===== config.mk =====
export PLATFORM = sky130hd
export DESIGN_NAME = burst_adaptor
export DESIGN_NICKNAME = d
export VERILOG_FILES = /design/src/rtl/burst_adaptor_pkg.sv /design/src/rtl/burst_line_reg.sv /design/src/rtl/burst_adaptor.sv
export SDC_FILE = /design/constraint.sdc
export NUM_CORES = 1
export LEC_CHECK = 0
export ABC_AREA = 1
export CAP_MARGIN = 0
export CORE_AREA = 2 2 273 275
export DETAILED_ROUTE_END_ITERATION = 7
export DIE_AREA = 0 0 275 277
export PLACE_DENSITY_LB_ADDON = 0.1
export SLEW_MARGIN = 20
export SYNTH_ARGS = -nofsm -noshare
export SYNTH_HDL_FRONTEND = slang
export SYNTH_SLANG_ARGS = --single-unit

===== constraint.sdc =====
create_clock -name clk -period 2.7 [get_ports clk]
set_input_delay 0.54 -clock clk [delete_from_list [all_inputs] [get_ports clk]]
set_output_delay 0.54 -clock clk [all_outputs]
set_load 0.01 [all_outputs]

===== src/rtl/burst_adaptor_pkg.sv =====
// burst_adaptor_pkg: shared widths and FSM state type for the cacheline-to-burst adaptor
package burst_adaptor_pkg;
    localparam int LINE_W  = 256;
    localparam int BURST_W = 64;
    localparam int ADDR_W  = 32;
    localparam int BEATS   = LINE_W / BURST_W;
    localparam int CNT_W   = $clog2(BEATS);
    localparam int OFF_W   = $clog2(LINE_W / 8);
    typedef enum logic [1:0] {IDLE, RD_BURST, WR_BURST, DONE} state_t;
endpackage


===== src/rtl/burst_line_reg.sv =====
// burst_line_reg: cacheline register with whole-line load and per-beat slice write
module burst_line_reg
    import burst_adaptor_pkg::*;
(
    input  logic               clk,
    input  logic               rst,
    input  logic               load,
    input  logic [LINE_W-1:0]  line,
    input  logic               slice_we,
    input  logic [CNT_W-1:0]   idx,
    input  logic [BURST_W-1:0] slice,
    output logic [LINE_W-1:0]  q
);
    // Whole-line load takes priority over a slice write
    always_ff @(posedge clk) begin
        if (!rst) q <= '0;
        else if (load) q <= line;
        else if (slice_we) q[idx*BURST_W +: BURST_W] <= slice;
    end
endmodule


===== src/rtl/burst_adaptor.sv =====
// burst_adaptor: splits/assembles 256-bit cacheline transfers into 4 ascending 64-bit memory beats
module burst_adaptor
    import burst_adaptor_pkg::*;
(
    input  logic               clk,
    input  logic               rst,
    input  logic               line_read_i,
    input  logic               line_write_i,
    input  logic [ADDR_W-1:0]  line_addr_i,
    input  logic [LINE_W-1:0]  line_wdata_i,
    output logic [LINE_W-1:0]  line_rdata_o,
    output logic               line_resp_o,
    input  logic [BURST_W-1:0] burst_rdata_i,
    input  logic               burst_resp_i,
    output logic               burst_read_o,
    output logic               burst_write_o,
    output logic [BURST_W-1:0] burst_wdata_o,
    output logic [ADDR_W-1:0]  burst_addr_o
);
    state_t             state;
    logic [CNT_W-1:0]   cnt;
    logic [LINE_W-1:0]  wr_line;
    logic               last;
    assign last = cnt == CNT_W'(BEATS - 1);
    // Write staging: captures the upstream line on accept so upstream may change it afterwards
    burst_line_reg u_wr_line (
        .clk      (clk),
        .rst      (rst),
        .load     (state == IDLE && line_write_i),
        .line     (line_wdata_i),
        .slice_we (1'b0),
        .idx      (cnt),
        .slice    ('0),
        .q        (wr_line)
    );
    // Read assembly: separate instance so the last read line survives intervening writes
    burst_line_reg u_rd_line (
        .clk      (clk),
        .rst      (rst),
        .load     (1'b0),
        .line     ('0),
        .slice_we (state == RD_BURST && burst_resp_i),
        .idx      (cnt),
        .slice    (burst_rdata_i),
        .q        (line_rdata_o)
    );
    assign burst_wdata_o = burst_write_o ? wr_line[cnt*BURST_W +: BURST_W] : '0;
    // Transfer FSM with beat counter, line-aligned address latch and registered handshake outputs
    always_ff @(posedge clk) begin
        if (!rst) begin
            state         <= IDLE;
            cnt           <= '0;
            burst_read_o  <= 1'b0;
            burst_write_o <= 1'b0;
            line_resp_o   <= 1'b0;
            burst_addr_o  <= '0;
        end else begin
            case (state)
                IDLE: begin
                    if (line_write_i || line_read_i) begin
                        burst_addr_o  <= {line_addr_i[ADDR_W-1:OFF_W], {OFF_W{1'b0}}};
                        burst_write_o <= line_write_i;
                        burst_read_o  <= !line_write_i;
                        state         <= line_write_i ? WR_BURST : RD_BURST;
                    end
                end
                RD_BURST, WR_BURST: begin
                    if (burst_resp_i) begin
                        cnt <= cnt + 1'b1;
                        if (last) begin
                            burst_read_o  <= 1'b0;
                            burst_write_o <= 1'b0;
                            line_resp_o   <= 1'b1;
                            state         <= DONE;
                        end
                    end
                end
                DONE: begin
                    line_resp_o <= 1'b0;
                    state       <= IDLE;
                end
                default: state <= IDLE;
            endcase
        end
    end
endmodule


==> impl_metrics.ini <==
[outcome]
status = completed

[clock_network]
clockBufferDepth = 3
numCtsBuffers = 61
cts_tree = done
path_clk_slew_ps = 60
cts-root-buf = clkbuf_16
clkLatencyLatePin_ps = 620
hold_buffers = 0
clock_sink_count = 546
cts-htree-levels = 2

[layout]
drive_gt1_share_pct = 8.77
post-route-util_pct = 44.7
seq_area_um2 = 10900
final.fill_count = 7637
syn_to_final_growth_pct = 45.6
final_design_area_no_fill_um2 = 32900
fin_nets = 4106
multi_input_area_um2 = 10200

[flow_run]
max_cap_violations = 0

[routing]
routed_wirelength_mm = 91.7
wl_per_cell_um = 19.3
dr.pass1.iters = 5
via_per_inst = 4.79
vias = 22800
drt_iter0_markers = 1585
post-route-drc-count = 0
ant_nets = 0

[worst_setup_path]
start_kind = flip-flop
cp-end-kind = output port
reg2reg_depth = 10
required_ps = 2160
regToRegSetupSlack_ps = 180
regToRegStartpoint = cnt[0]
crit_fanout = 64
cp.arrival_ps = 2090
cpMaxStageDelayCell = dfxtp_4
crit_path_max_incr_delay_ps = 360
critPathKind = reg2out
worst_r2r_endpoint = u_rd_line.q[45]
worstPathCellList = buf_12 > buf_16 > nor2_1 > o21ai_0 > a21oi_1 > dlygate4sd2_1

[yosys]
synthFlopType = dfxtp_1
ys_seq_area_share_pct = 48.4
yosysUniqueCellTypes = 23
avgSynthCellArea_um2 = 7.21
synth_commonest_cells = nor2_1, dfxtp_1, o21ai_0, nand2_1, a21oi_1
synth.most_common_cell = nor2_1
synthArstFlopShare_pct = 0
synth_edf_count = 0
ys_warn_count = 0
synth_top_cells_by_area = dfxtp_1, nor2_1, o21ai_0, a21oi_1, nand2_1
yosys.area.top_type = dfxtp_1
synth_cells = 3134
synth-seq-cells = 546
syn-cell-area_um2 = 22600
synth_top_area_share_pct = 48.4

[place]
portBuffers = 701
hpwl_mm = 61.3
dpl_cell_area_um2 = 30700
place_congestion = 0.826
dp_slack_ps = 154

[die]
pin_count = 712
die_width_um = 275
core_um2 = 73600
rows = 100
die_y_um = 277
die_area_um2 = 76200
start_util_pct = 30.7

[sta]
fin_ws_ps = 72.4
finClkSkew_ps = 16.3
worst_pin_slew_ps = 705
finalHoldViolCount = 0
fmax_ghz = 0.381
slew_violations = 0
timing.slew.headroom_pct = 53.0
rsz0062_at_grt = true
fin_crit_sh_pct = 97.3
setup_viol = 0
layout_min_cycle_time_ps = 2630

[power_and_ir_drop]
totalPowerFinal_uw = 29600
pwr-share-clk_pct = 27.0
p_comb_share_pct = 38.5
p_int_uw = 18500
p_leak_uw = 0.0121
power_switching_uw = 11100
p_sw_share_pct = 37.5
pwr-share-seq_pct = 34.5
power_per_cell_area_nw_per_um2 = 901
vdd_drop_max_v = 0.000648

[global_routing]
grt_max_degree = 173
first_global_vias = 21500
grt_pass1_wl_mm = 136
antenna_found_initial = 19
track_usage_pct = 23.1
gr-total-overflow = 0

[min_path]
min_path_type = in2reg
min-delay-start = rst
hold-path-endpoint = cnt[0]
hold_depth = 3
state kept, by name, indices dropped and copies added (netlist names):
signal / flops
burst_addr_o: 27
burst_read_o: 1
burst_write_o: 1
cnt: 2
line_resp_o: 1
state: 2
u_rd_line.q: 256
u_wr_line.q: 256
metrics by stage:
step	hold slack, ps	TNS, ps	cells
finish	230	0	4753
floorplan	449	0	3138
CTS	188	-14.2	4740
global placement	452	0	4622
global route	199	-22.8	4752
detailed placement	454	0	4622
worst max path at each step:
stage / startpoint / endpoint / cells after the start
2_1_floorplan: cnt[0] / u_rd_line.q[195] / 12
3_3_place_gp: cnt[0] / burst_wdata_o[24] / 7
3_5_place_dp: cnt[0] / burst_wdata_o[6] / 7
4_1_cts: cnt[0] / burst_wdata_o[50] / 8
5_1_grt: cnt[0] / burst_wdata_o[46] / 8
6_report: cnt[1] / burst_wdata_o[49] / 6
power by group through the flow:
stage	Combinational, uW	Clock [uW]	Sequential (uW)
floorplan	6190	0	10400
global placement	10600	0	10400
detailed placement	10600	0	10400
CTS	11400	8190	10200
global route	12600	8500	10400
finish	11400	7990	10200
cells by family (layout without fill, tap and decap cells):
logic type | Yosys count | count (layout) | synth area share, %
buf+inv | 344 | 981 | 7.04
fa+ha+maj | 10 | 10 | 0.554
flops | 546 | 546 | 48.4
simple gates | 1481 | 1481 | 27.4
other cells | 1 | 14 | 0.0166
compound gates | 752 | 752 | 16.7
timing repair:
item	in CTS	in global routing
resized for setup	245	64
pin swaps	13	20
gates cloned	10	2
endpoints found under the setup margin	64	162
setup buffers	9	3
critical path, delay by kind of cell, from the launching register on:
kind / cells / cell delay, ps
flops: 1 / 360
buf+inv: 3 / 620
compound gates: 2 / 250
simple gates: 1 / 150
per-layer routing:
layer  share of wire, %  track usage [%]  vias to the layer above  routed length, um
li1                   -                -                    11400                  -
met1                 42             28.6                    10500              38200
met2                 48             38.9                      653              43800
met3                7.0             5.59                      160               6380
met4                3.5             8.26                       16               3240
met5               0.11                0                        -                104
layout by cell type, fill, tap and decap left out, types with 3 or more instances in the layout:
cell type        synthesis  layout
buf_12                   0      45
buf_16                   0      12
inv_2                    6       5
clkbuf_2                 0      10
conb_1                   1       5
a21oi_2                  0       6
diode_2                  0       9
clkbuf_16                0      65
buf_4                   15      40
nand4_1                 64      64
a21oi_1                327     321
dfxtp_1                546     544
nor2_1                 884     881
nand3_1                 66      66
o21ai_0                419     395
buf_6                   14       6
clkbuf_8                 0      12
ha_1                    10       9
nor3_2                  55      55
nor2_2                   2       3
nand2_2                  2       3
buf_2                  109      45
clkdlybuf4s50_1          0     636
clkinv_2                 0       3
o21ai_1                  6      28
inv_1                   73      72
clkbuf_1               114      19
nor2_4                   4       6
nand2_1                404     402
area by class of cell:
cell class / count / area share (%)
diodes: 9 / 0.0685
clock buffers: 94 / 5.51
clock inverters: 5 / 0.164
inverters: 82 / 1.03
multi-input cells: 2248 / 30.9
flip-flops and latches: 546 / 33.2
well taps: 969 / 3.68
repair buffers: 800 / 25.4
Note: power is estimated with default switching activity, not from simulation.
